## src/rtl/puf_crp_ctrl.sv

```systemverilog
// Arbiter-PUF challenge/response controller: LFSR challenge generation, latch
// clear/launch/sample sequencing and response collection. Optional PUF_MAJORITY_EN.
module puf_crp_ctrl #(
  parameter int unsigned N         = 128,
  parameter int unsigned RESP_BITS = 32,
  parameter int unsigned SETTLE    = 8,
  parameter logic [N-1:0] TAPS     = 128'hA000_0014_0000_0000_0000_0000_0000_0000
) (
  input  logic                 clk,
  input  logic                 rst_n,
  input  logic                 start,
  input  logic [N-1:0]         seed,
  output logic                 busy,
  output logic [N-1:0]         challenge,
  output logic                 launch,
  output logic                 latch_rst,
  input  logic                 puf_out,
  output logic [RESP_BITS-1:0] resp,
  output logic                 resp_valid,
  input  logic                 resp_ready
);

  localparam int unsigned KW = (RESP_BITS > 1) ? $clog2(RESP_BITS) : 1;

  typedef enum logic [2:0] {
    ST_IDLE,
    ST_CLEAR,
    ST_WAIT,
    ST_NEXT,
    ST_DONE
  } state_t;

  state_t                 state_q, state_d;
  logic [N-1:0]           challenge_q, challenge_d;
  logic [RESP_BITS-1:0]   resp_q, resp_d;
  logic [KW-1:0]          k_q, k_d;
  logic [7:0]             cnt_q, cnt_d;
  logic                   sync1_q, sync2_q;
  logic                   puf_s;
  logic                   resp_bit;

`ifdef PUF_MAJORITY_EN
  logic [1:0]             rep_q, rep_d;
  logic [2:0]             votes_q, votes_d;
  assign resp_bit = (votes_q[0] & votes_q[1]) | (votes_q[0] & votes_q[2]) |
                    (votes_q[1] & votes_q[2]);
`else
  logic                   sample_q, sample_d;
  assign resp_bit = sample_q;
`endif

  assign puf_s = sync2_q;

  // puf_out is asynchronous to clk; never used before the second flop
  always_ff @(posedge clk or negedge rst_n) begin
    if (!rst_n) begin
      sync1_q <= 1'b0;
      sync2_q <= 1'b0;
    end else begin
      sync1_q <= puf_out;
      sync2_q <= sync1_q;
    end
  end

  always_ff @(posedge clk or negedge rst_n) begin
    if (!rst_n) begin
      state_q     <= ST_IDLE;
      challenge_q <= '0;
      resp_q      <= '0;
      k_q         <= '0;
      cnt_q       <= '0;
`ifdef PUF_MAJORITY_EN
      rep_q       <= '0;
      votes_q     <= '0;
`else
      sample_q    <= 1'b0;
`endif
    end else begin
      state_q     <= state_d;
      challenge_q <= challenge_d;
      resp_q      <= resp_d;
      k_q         <= k_d;
      cnt_q       <= cnt_d;
`ifdef PUF_MAJORITY_EN
      rep_q       <= rep_d;
      votes_q     <= votes_d;
`else
      sample_q    <= sample_d;
`endif
    end
  end

  always_comb begin
    state_d     = state_q;
    challenge_d = challenge_q;
    resp_d      = resp_q;
    k_d         = k_q;
    cnt_d       = cnt_q;
`ifdef PUF_MAJORITY_EN
    rep_d       = rep_q;
    votes_d     = votes_q;
`else
    sample_d    = sample_q;
`endif

    case (state_q)
      ST_IDLE: begin
        if (start) begin
          challenge_d = (seed == '0) ? '1 : seed;
          resp_d      = '0;
          k_d         = '0;
          cnt_d       = '0;
`ifdef PUF_MAJORITY_EN
          rep_d       = '0;
`endif
          state_d     = ST_CLEAR;
        end
      end

      ST_CLEAR: begin
        if (cnt_q == 8'd1) begin
          cnt_d   = '0;
          state_d = ST_WAIT;
        end else begin
          cnt_d = cnt_q + 8'd1;
        end
      end

      ST_WAIT: begin
        if (cnt_q == 8'(SETTLE - 1)) begin
          cnt_d = '0;
`ifdef PUF_MAJORITY_EN
          votes_d[rep_q] = puf_s;
          if (rep_q == 2'd2) begin
            rep_d   = '0;
            state_d = ST_NEXT;
          end else begin
            rep_d   = rep_q + 2'd1;
            state_d = ST_CLEAR;
          end
`else
          sample_d = puf_s;
          state_d  = ST_NEXT;
`endif
        end else begin
          cnt_d = cnt_q + 8'd1;
        end
      end

      ST_NEXT: begin
        resp_d[k_q] = resp_bit;
        challenge_d = {challenge_q[N-2:0], ^(challenge_q & TAPS)};
        k_d         = k_q + 1'b1;
        state_d     = (k_q == KW'(RESP_BITS - 1)) ? ST_DONE : ST_CLEAR;
      end

      ST_DONE: begin
        if (resp_ready) state_d = ST_IDLE;
      end

      default: state_d = ST_IDLE;
    endcase
  end

  assign busy       = (state_q != ST_IDLE);
  assign challenge  = challenge_q;
  assign launch     = (state_q == ST_WAIT);
  assign latch_rst  = (state_q == ST_IDLE) || (state_q == ST_CLEAR) || (state_q == ST_DONE);
  assign resp       = resp_q;
  assign resp_valid = (state_q == ST_DONE);

endmodule

```

## config.mk

```make
export PLATFORM = sky130hd
export DESIGN_NAME = puf_crp_ctrl
export DESIGN_NICKNAME = d
export VERILOG_FILES = /design/src/rtl/puf_crp_ctrl.sv
export SDC_FILE = /design/constraint.sdc
export NUM_CORES = 1
export LEC_CHECK = 0
export ABC_AREA = 1
export BUFFER_PORTS_ARGS = -buffer_cell sky130_fd_sc_hd__buf_2
export CAP_MARGIN = 20
export CORE_MARGIN = 5
export CORE_UTILIZATION = 45
export CTS_CLUSTER_SIZE = 40
export DETAILED_ROUTE_END_ITERATION = 6
export HOLD_SLACK_MARGIN = 0.03
export PLACE_DENSITY = 0.71
export SYNTH_ARGS = -nofsm -noshare
export SYNTH_HDL_FRONTEND = slang
export SYNTH_SLANG_ARGS = --single-unit
```

## constraint.sdc

```tcl
create_clock -name clk -period 4 [get_ports clk]
set_input_delay 1.2 -clock clk [delete_from_list [all_inputs] [get_ports clk]]
set_output_delay 1.2 -clock clk [all_outputs]
set_load 0.03 [all_outputs]
```

==> impl_metrics.csv <==
group,metric,value,unit
placement,pre_cts_ws,0.8011,ns
placement,gp_routability_congestion,0.8968,
placement,placed_cells,2050,
clock_network,postCtsHoldBufs,0,
timing,layout_setup_ws,1.187,ns
synth,netlist_instances,1556,
critical_path,crit_path_end_kind,"flop",
synth,syn_nets,1696,
clock_network,cts_buffers,17,
clock_network,root_buffer,"clkbuf_16",
hold_path,holdPathStages,0,
die,num_io_pins,297,
synth,netlist_area,0.01033,mm^2
drt,wl,31260,um
flow_run,maxCapViolCount,0,
timing,finalSetupViolations,0,
drt,drc,0,
final_layout,layout.cells.non_filler,2082,
timing,fin_crit_sh,0.7034,
critical_path,path_class,"in -> reg",
power,p_per_area,850.1,mW/mm^2
die,initial_core_util,0.4564,
global_routing,grt_pass1_wl,50990,um
synth,synth_top_area_frac,0.4335,
drt,drtPass1Iterations,6,
synth,postSynthAreaPerCell,6.640,um^2
timing,tightest_slew,0.9902,ns
synth,seq_area_frac_synth,0.4335,
timing,hold_slack,0.3681,ns
global_routing,grt_max_degree,128,
placement,portBuffers,296,
synth,synth-edff-count,0,
synth,synth_cell_types,31,
final_layout,fin_nets,1924,
critical_path,reg2reg_slack,1.74,ns
critical_path,crit_arrival,3.18,ns
critical_path,crit_end,"challenge[105]",
placement,placed_cell_area,0.01182,mm^2
final_layout,area_delta_synth_final,20.31,%
clock_network,clk_pin_slew,0.08,ns
timing,hold_viol,0,
timing,final.setup.tns,0,ns
drt,vias,10640,
clock_network,postCtsResizedCells,0,
critical_path,reg2regPathDepth,6,
drt,drtAntennaViolNets,0,
power,irDropWorstVdd,0.0003910,V
synth,synth-async-reset-ratio,1.000,
die,coreArea,0.02264,mm^2
critical_path,startpoint,"seed[96]",
critical_path,cp-start-kind,"input port",
die,fp.dieH,161.5,um
synth,synth_common_cells,"nand2_1 (518), nor2_1 (483), dfrtp_1 (179)",
critical_path,worstReg2RegStart,"state_q[2]",
die,fp.dieArea,0.02609,mm^2
die,die_x,161.5,um
clock_network,cts_sinks,179,
synth,synth_most_common_cell,"nand2_1",
power,p_total,10.57,mW
drt,viasPerCell,5.112,
global_routing,grtUsageTotal,0.2362,
timing,maxSlewViolCount,0,
global_routing,grt_pass1_vias,9870,
clock_network,h-tree-depth,4,
synth,synth-main-ff-cell,"dfrtp_1",
drt,initialDrtViolationCount,870,
timing,fmax,355.4,MHz
hold_path,hold_path_class,"reg -> reg",
placement,dp_hpwl,21340,um
critical_path,critPathMaxFanout,82,
final_layout,fin_util,0.5490,
synth,synth_area_leaders,"dfrtp_1 (43%), nand2_1 (19%), nor2_1 (18%), o21ai_1 (5.4%), buf_2 (3.6%)",
drt,wl_per_cell,15.01,um
die,rows,55,
clock_network,postCtsSetupBuffers,0,
clock_network,ctsLongestPathBuffers,2,
outcome,status,"finished clean",
timing,maxSlewHeadroom,0.3399,
global_routing,antenna_found_initial,1,
final_layout,final_area,0.01243,mm^2
global_routing,gr-total-overflow,0,
power,p_leak,6.685,nW
synth,synth-seq-cells,179,
clock_network,cts_tree,"yes",
synth,ys_warn_count,0,
clock_network,clock_latency,0.43,ns
timing,rsz0062_at_grt,"no",
final_layout,num_antenna_cells,0,
timing,post-route-min-period,2.813,ns
critical_path,timing.rr.end,"resp[26]",
synth,yosysTopAreaCell,"dfrtp_1",
timing,finClkSkew,0.01459,ns
final_layout,drive_gt1_frac,0.1959,
critical_path,critPathRequiredTime,4.37,ns
## critical path: stages
cell and delay (ns):
buf_2 0.11, nor2_1 0.12, nand2_1 0.08, nor2_1 0.15
nand2_1 0.12, nor2_1 0.28, nand2_4 0.35, buf_12 0.34
o21ai_0 0.21, nand2_1 0.08, nand2_1 0.06
## worst min path at each step
stage | start | to | slack (ns)
final | sync1_q | puf_s | 0.37
after global routing | sync1_q | puf_s | 0.38
after CTS | sync1_q | puf_s | 0.37
after detailed placement | sync1_q | puf_s | 0.35
after global placement | sync1_q | puf_s | 0.34
after floorplan | sync1_q | puf_s | 0.33
## final cells by class
type                    count  area (um^2)
flip-flops and latches    179         4479
repair buffers            309         1648
multi-input cells        1250         5226
well taps                 285        356.6
clock inverters            15        186.4
fillers                  2261        10210
inverters                  27        108.9
clock buffers              17        425.4
## sequential cells by signal, indices dropped and copies added (netlist names)
signal     cells
puf_s          1
resp          32
state_q        3
cnt_q          8
k_q            5
challenge    128
resp_bit       1
sync1_q        1
## routing by layer
layer | track usage | wire [um] | up-vias
met2 | 0.3697 | 14340 | 386
li1 | - | - | 5318
met3 | 0.04159 | 2071 | 46
met5 | 0 | 19 | -
met4 | 0.07561 | 729 | 2
met1 | 0.3349 | 14100 | 4891
## kinds of logic after synthesis
kind of cell               after synthesis  synth area share
and+or+nand+nor                       1024            0.3772
buffers and inverters                  127           0.06285
AOI/OAI and AO/OA                      211            0.1112
DFF                                    179            0.4335
adders and majority gates                7          0.008476
xor gates and xnor gates                 8          0.006782
## power breakdown
part           internal (mW)  switching (mW)
combinational           1.62            4.01
sequential              2.54           0.625
clock                  0.955           0.808
## layout by cell type (no fill, tap or decap), types with 2 or more instances in the layout
cell type  instances
bufinv_16          2
nor2_4             2
ha_1               7
xor2_1             5
dfrtp_1          179
o21ai_1          112
buf_4              8
nor2_1           483
buf_2            295
o31ai_1           32
clkbuf_16         17
inv_6              6
xnor2_1            3
nand3_1           10
a21oi_1            2
nand2_1          516
inv_8              4
o21ai_0           59
o22ai_1            2
nand4_1            2
nand2_4            2
buf_12             5
inv_1             24
nor3_1             5
(Power assumes the default switching activity.)
